$ cat src/rtl/mips_pkg.sv
// Shared definitions for the MIPS pipeline control blocks.
//   FWD_*      : operand-select encodings for the execute-stage forwarding muxes
//   CNT_W      : width of the MDU occupancy down-counter
//   hz_state_t : hazard controller FSM states
package mips_pkg;

    localparam logic [1:0] FWD_RF  = 2'b00;  // register file value
    localparam logic [1:0] FWD_WB  = 2'b01;  // result from writeback
    localparam logic [1:0] FWD_MEM = 2'b10;  // ALU result from memory stage

    localparam int unsigned CNT_W = 4;

    typedef enum logic {
        RUN = 1'b0,
        MDU = 1'b1
    } hz_state_t;

endpackage

$ cat src/rtl/forward_unit.sv
// Combinational forwarding selects for the execute operand muxes and the
// decode-stage branch comparator.
//   RsD/RtD, RsE/RtE          : source specifiers in decode / execute
//   WriteRegM/W, RegWriteM/W  : destination specifier and write enable in M / W
//   ForwardAE/BE              : execute select (FWD_MEM beats FWD_WB beats FWD_RF)
//   ForwardAD/BD              : 1 = decode compare takes the ALU result from M
module forward_unit
    import mips_pkg::*;
#(
    parameter int unsigned REG_ADDR = 5
) (
    input  logic [REG_ADDR-1:0] RsD,
    input  logic [REG_ADDR-1:0] RtD,
    input  logic [REG_ADDR-1:0] RsE,
    input  logic [REG_ADDR-1:0] RtE,
    input  logic [REG_ADDR-1:0] WriteRegM,
    input  logic [REG_ADDR-1:0] WriteRegW,
    input  logic                RegWriteM,
    input  logic                RegWriteW,
    output logic [1:0]          ForwardAE,
    output logic [1:0]          ForwardBE,
    output logic                ForwardAD,
    output logic                ForwardBD
);

    // Register $zero is never a real producer, so it never matches.
    function automatic logic hit(input logic [REG_ADDR-1:0] dst,
                                 input logic [REG_ADDR-1:0] src);
        return (dst != '0) && (dst == src);
    endfunction

    // Execute selects: the younger (M) producer wins over W.
    always_comb begin
        ForwardAE = FWD_RF;
        ForwardBE = FWD_RF;
        if (RegWriteM && hit(WriteRegM, RsE))      ForwardAE = FWD_MEM;
        else if (RegWriteW && hit(WriteRegW, RsE)) ForwardAE = FWD_WB;
        if (RegWriteM && hit(WriteRegM, RtE))      ForwardBE = FWD_MEM;
        else if (RegWriteW && hit(WriteRegW, RtE)) ForwardBE = FWD_WB;
    end

    assign ForwardAD = RegWriteM && hit(WriteRegM, RsD);
    assign ForwardBD = RegWriteM && hit(WriteRegM, RtD);

endmodule

$ cat src/rtl/hazard_ctrl.sv
// Pipeline hazard controller for the 5-stage MIPS core.
// Generates PC / IF/ID / ID/EX stall and clear controls, forwarding selects,
// MDU occupancy sequencing and a free-running stall-cycle counter.
//   CLK, RST                      : clock, synchronous active-high reset
//   RsD/RtD/RsE/RtE               : source specifiers in decode / execute
//   WriteReg*/RegWrite*           : destination specifier / write enable per stage
//   MemtoRegE/M                   : load in E / M
//   BranchD, BranchTakenD         : branch in decode and its resolution
//   MduStartE                     : mult/div issuing in execute
//   ImemReadyF                    : instruction memory has valid data
//   StallF/StallD/FlushD/FlushE   : front-end stall and clear controls
//   ForwardAE/BE/AD/BD            : forwarding selects
//   MduBusy                       : MDU stall window active
//   StallCnt                      : stall cycles since reset (wraps)
module hazard_ctrl
    import mips_pkg::*;
#(
    parameter int unsigned MDU_LAT  = 4,
    parameter int unsigned REG_ADDR = 5
) (
    input  logic                CLK,
    input  logic                RST,
    input  logic [REG_ADDR-1:0] RsD,
    input  logic [REG_ADDR-1:0] RtD,
    input  logic [REG_ADDR-1:0] RsE,
    input  logic [REG_ADDR-1:0] RtE,
    input  logic [REG_ADDR-1:0] WriteRegE,
    input  logic [REG_ADDR-1:0] WriteRegM,
    input  logic [REG_ADDR-1:0] WriteRegW,
    input  logic                RegWriteE,
    input  logic                RegWriteM,
    input  logic                RegWriteW,
    input  logic                MemtoRegE,
    input  logic                MemtoRegM,
    input  logic                BranchD,
    input  logic                BranchTakenD,
    input  logic                MduStartE,
    input  logic                ImemReadyF,
    output logic                StallF,
    output logic                StallD,
    output logic                FlushD,
    output logic                FlushE,
    output logic [1:0]          ForwardAE,
    output logic [1:0]          ForwardBE,
    output logic                ForwardAD,
    output logic                ForwardBD,
    output logic                MduBusy,
    output logic [31:0]         StallCnt
);

    hz_state_t        state;
    logic [CNT_W-1:0] cnt;

    logic [1:0] fwd_ae, fwd_be;
    logic       fwd_ad, fwd_bd;
    logic       lw_e_rs, lw_e_rt, br_e, br_m;
    logic       lwstall, brstall, mdu_hold, hold;

    forward_unit #(.REG_ADDR(REG_ADDR)) u_fwd (
        .RsD       (RsD),
        .RtD       (RtD),
        .RsE       (RsE),
        .RtE       (RtE),
        .WriteRegM (WriteRegM),
        .WriteRegW (WriteRegW),
        .RegWriteM (RegWriteM),
        .RegWriteW (RegWriteW),
        .ForwardAE (fwd_ae),
        .ForwardBE (fwd_be),
        .ForwardAD (fwd_ad),
        .ForwardBD (fwd_bd)
    );

    // Hazard detection; $zero specifiers never create a dependency.
    assign lw_e_rs = (WriteRegE != '0) && (WriteRegE == RsD);
    assign lw_e_rt = (WriteRegE != '0) && (WriteRegE == RtD);
    assign br_e    = lw_e_rs || lw_e_rt;
    assign br_m    = (WriteRegM != '0) && ((WriteRegM == RsD) || (WriteRegM == RtD));

    assign lwstall  = MemtoRegE && br_e;
    assign brstall  = BranchD && ((RegWriteE && br_e) || (MemtoRegM && br_m));
    assign mdu_hold = ((state == RUN) && MduStartE) || (state == MDU);
    assign hold     = lwstall || brstall || !ImemReadyF || mdu_hold;

    // Reset forces a flushed, non-stalled, non-forwarding pipeline.
    assign StallF    = !RST && hold;
    assign StallD    = !RST && hold;
    assign FlushE    = RST || hold;
    // IF/ID only honours CLR while not held, and an unresolved branch must not flush.
    assign FlushD    = RST || (BranchTakenD && !hold);
    assign ForwardAE = RST ? FWD_RF : fwd_ae;
    assign ForwardBE = RST ? FWD_RF : fwd_be;
    assign ForwardAD = !RST && fwd_ad;
    assign ForwardBD = !RST && fwd_bd;
    assign MduBusy   = !RST && mdu_hold;

    // MDU occupancy FSM and stall counter. The issue cycle is the first stall
    // cycle, so the counter is loaded with MDU_LAT-1 remaining cycles.
    always_ff @(posedge CLK) begin
        if (RST) begin
            state    <= RUN;
            cnt      <= '0;
            StallCnt <= '0;
        end else begin
            if (hold) StallCnt <= StallCnt + 32'd1;
            if (state == RUN) begin
                if (MduStartE) begin
                    state <= MDU;
                    cnt   <= CNT_W'(MDU_LAT - 1);
                end
            end else begin
                cnt <= cnt - CNT_W'(1);
                if (cnt == CNT_W'(1)) state <= RUN;
            end
        end
    end

endmodule

$ cat config.mk
export PLATFORM = sky130hd
export DESIGN_NAME = hazard_ctrl
export DESIGN_NICKNAME = d
export VERILOG_FILES = /design/src/rtl/mips_pkg.sv /design/src/rtl/forward_unit.sv /design/src/rtl/hazard_ctrl.sv
export SDC_FILE = /design/constraint.sdc
export NUM_CORES = 1
export LEC_CHECK = 0
export BUFFER_PORTS_ARGS = -buffer_cell sky130_fd_sc_hd__buf_4
export CAP_MARGIN = 20
export CORE_MARGIN = 8
export CORE_UTILIZATION = 56
export DETAILED_ROUTE_END_ITERATION = 16
export PLACE_DENSITY = 0.87
export SKIP_LAST_GASP = 1
export SLEW_MARGIN = 15
export SYNTH_ARGS = -nofsm -noshare
export SYNTH_HDL_FRONTEND = slang
export SYNTH_SLANG_ARGS = --single-unit
$ cat constraint.sdc
create_clock -name CLK -period 5 [get_ports CLK]
set_clock_uncertainty 0.15 [all_clocks]
set_input_delay 1 -clock CLK [delete_from_list [all_inputs] [get_ports CLK]]
set_output_delay 1 -clock CLK [all_outputs]
set_load 0.01 [all_outputs]
==> flow_summary.yaml <==
outcome:
  status: "finished, final reports clean"
critical_path:
  worstRegToRegCells: 6
  worstSetupPathDepth: 8
  worst-setup-path-type: "in2out"
  crit_family: "compound AO/OA/AOI/OAI gates"
  crit_path_end_kind: "output pin"
  start_kind: "primary input"
  rrSetupSlack_ns: 2.40
  crit_chain: "buf_4 > xor2_1 > nor3_1 > nand3_1 > a211oi_1 > nor2_1 > a21o_1 > buf_4"
  max_stage_delay_ns: 0.61
  worstPathMaxFanout: 7
  crit_top_cell: "buf_4"
  critPathArrivalTime_ns: 2.80
  cp.buffers_inverters: 2
  critPathRequiredTime_ns: 3.85
  critPathSlowestCell: "a211oi_1"
power_and_ir_drop:
  p_leak_nw: 1.47
  finalPower_mw: 0.674
  ir_drop_mv: 0.147
  p_per_area_nw_per_um2: 192
cells_and_area:
  antenna_cells: 0
  fin_area_sq_um: 3510
  fill_cells: 400
  fin_cells: 477
  drive_gt1_frac: 0.305
  synthToLayoutAreaGrowth_pct: 25.5
  final_util: 0.734
  fin_nets: 458
sta:
  fin_crit_ns: 3.95
  tightest_slew_ns: 1.01
  hold_viol_final: 0
  grt_setup_unrepaired: "no"
  drv_slew: 0
  period_share: 0.791
  fin_tns_setup_ns: 0
  finalWorstSetupSlack_ns: 1.05
  fin_hold_ws_ns: 0.373
  max_freq_mhz: 253
  setup_viol: 0
  slew_headroom: 0.329
synthesis:
  avgSynthCellArea_sq_um: 8.31
  synthFlopType: "dfxtp_1"
  ys_ff_latch: 37
  synth_warnings: 0
  synth.mux.area_fraction: 0.113
  synth-edff-count: 0
  yosys.area_share.simple: 0.284
  ys_types: 47
  synth-adder-area-share: 0.0134
  synth_seq_area_share: 0.265
  async_reset_ff_frac: 0
  synth_xor_area_frac: 0.128
  syn_area_sq_um: 2800
  synth_fp_nets: 386
  synth_top_family_by_area: "simple AND/OR/NAND/NOR gates"
  synthCells: 337
  synth_compound_area_frac: 0.143
global_routing:
  grt-ovfl-total: 0
  grt_pass1_vias: 2612
  grt_usage: 0.195
  grt_pass1_wl_um: 12000
  antenna_found_initial: 0
  grt_max_degree: 77
floorplanning:
  die_area_sq_um: 7520
  ios: 89
  start_util: 0.585
  die_h_um: 86.7
  rows: 25
  die_width_um: 86.7
  core-area_sq_um: 4790
routing:
  via_per_inst: 5.63
  routedWlPerCell_um: 15.2
  route.vias.total: 2686
  ant_nets: 0
  drtIter0Drc: 198
  wl_um: 7260
  dr.pass1.iters: 4
  drc: 0
clock_tree:
  cts_root_buf: "clkbuf_8"
  cts.sinks: 37
  cts_tree: "done"
  ctsHtreeMaxLevel: 2
  clock_latency_ns: 0.29
  cts_buffer_depth: 2
  cts_resized: 0
  clk_pin_slew_ns: 0.07
  cts_buffers: 5
  cts_hold_buf: 0
  post-cts-setup-buffers: 0
place:
  port_buffers: 88
  place_area_sq_um: 3410
  dp.cells: 469
  dp_hpwl_um: 5510
  gp_congestion: 0.860
  dp_slack_ns: 1.05
run:
  max-cap-violations: 0
hold_path:
  min_path_cells: 2
  hp-class: "reg2reg"
[cell usage after synthesis, drive strengths merged, types with 5 or more instances]
cell type / n / area [sq um]
a211oi: 14 / 105
a21oi: 18 / 101
and3: 5 / 31.3
and4: 5 / 46.3
buf: 15 / 101
clkbuf: 8 / 30.0
dfxtp: 37 / 741
inv: 6 / 22.5
mux2: 28 / 315
nand2: 16 / 60.1
nand3: 18 / 103
nand4: 10 / 68.8
nor2: 40 / 150
nor2b: 28 / 175
nor3: 10 / 50.1
nor4: 5 / 46.3
o21ai: 6 / 30.0
xnor2: 22 / 193
xor2: 19 / 166
[placed cells by master, fill, tap and decap left out, drive strengths merged, types with 14 or more instances in the layout]
cell | synthesis | routed
mux2 | 28 | 28
buf | 15 | 88
xnor2 | 22 | 22
dfxtp | 37 | 37
xor2 | 19 | 19
a21oi | 18 | 18
nor2 | 40 | 40
a211oi | 14 | 14
nand2 | 16 | 16
nand3 | 18 | 18
nor2b | 28 | 28
[state kept, by name (all words and copies together) (netlist names)]
name and count:
cnt 4, StallCnt 32, state 1
[power by group]
part	total, mW	leakage, nW	switching [mW]	internal [mW]
Clock	0.233	0.0542	0.108	0.125
Sequential	0.309	0.300	0.00814	0.301
Combinational	0.132	1.12	0.0684	0.0639
[kinds of logic after synthesis]
kind of cell	after synthesis
xor+xnor	41
mux	28
fa+ha+maj	3
flops	37
compound gates	53
simple gates	146
buf+inv	29
[final timing paths]
kind,startpoint,to
setup / recovery,WriteRegM[3],FlushD
hold / removal,cnt[2],cnt[2]
setup reg to reg,StallCnt[7],StallCnt[29]
hold reg to reg,cnt[2],cnt[2]
[per-layer routing]
metal  up-vias  track usage  wire, um
met5         -            0         0
met3        12       0.0671       562
met1      1255        0.223      3080
met4         0       0.0720        97
li1       1338            -         -
met2        81        0.326      3520
[worst register-to-register path: cells and delay by family (launching register included)]
kind | cells | cell delay, ns
muxes | 1 | 0.36
and+or+nand+nor | 4 | 1.21
AOI/OAI and AO/OA | 1 | 0.30
DFF | 1 | 0.47
[area by class of cell]
class                           instances  area [sq um]  area share
Clock buffer                            7          96.3      0.0274
Clock inverter                          1          5.00     0.00142
Inverter                                6          22.5     0.00641
Multi-Input combinational cell        271          1910       0.542
Sequential cell                        37           741       0.211
Tap cell                               67          83.8      0.0239
Timing Repair Buffer                   88           661       0.188
Power figures use the tool's default switching activity.
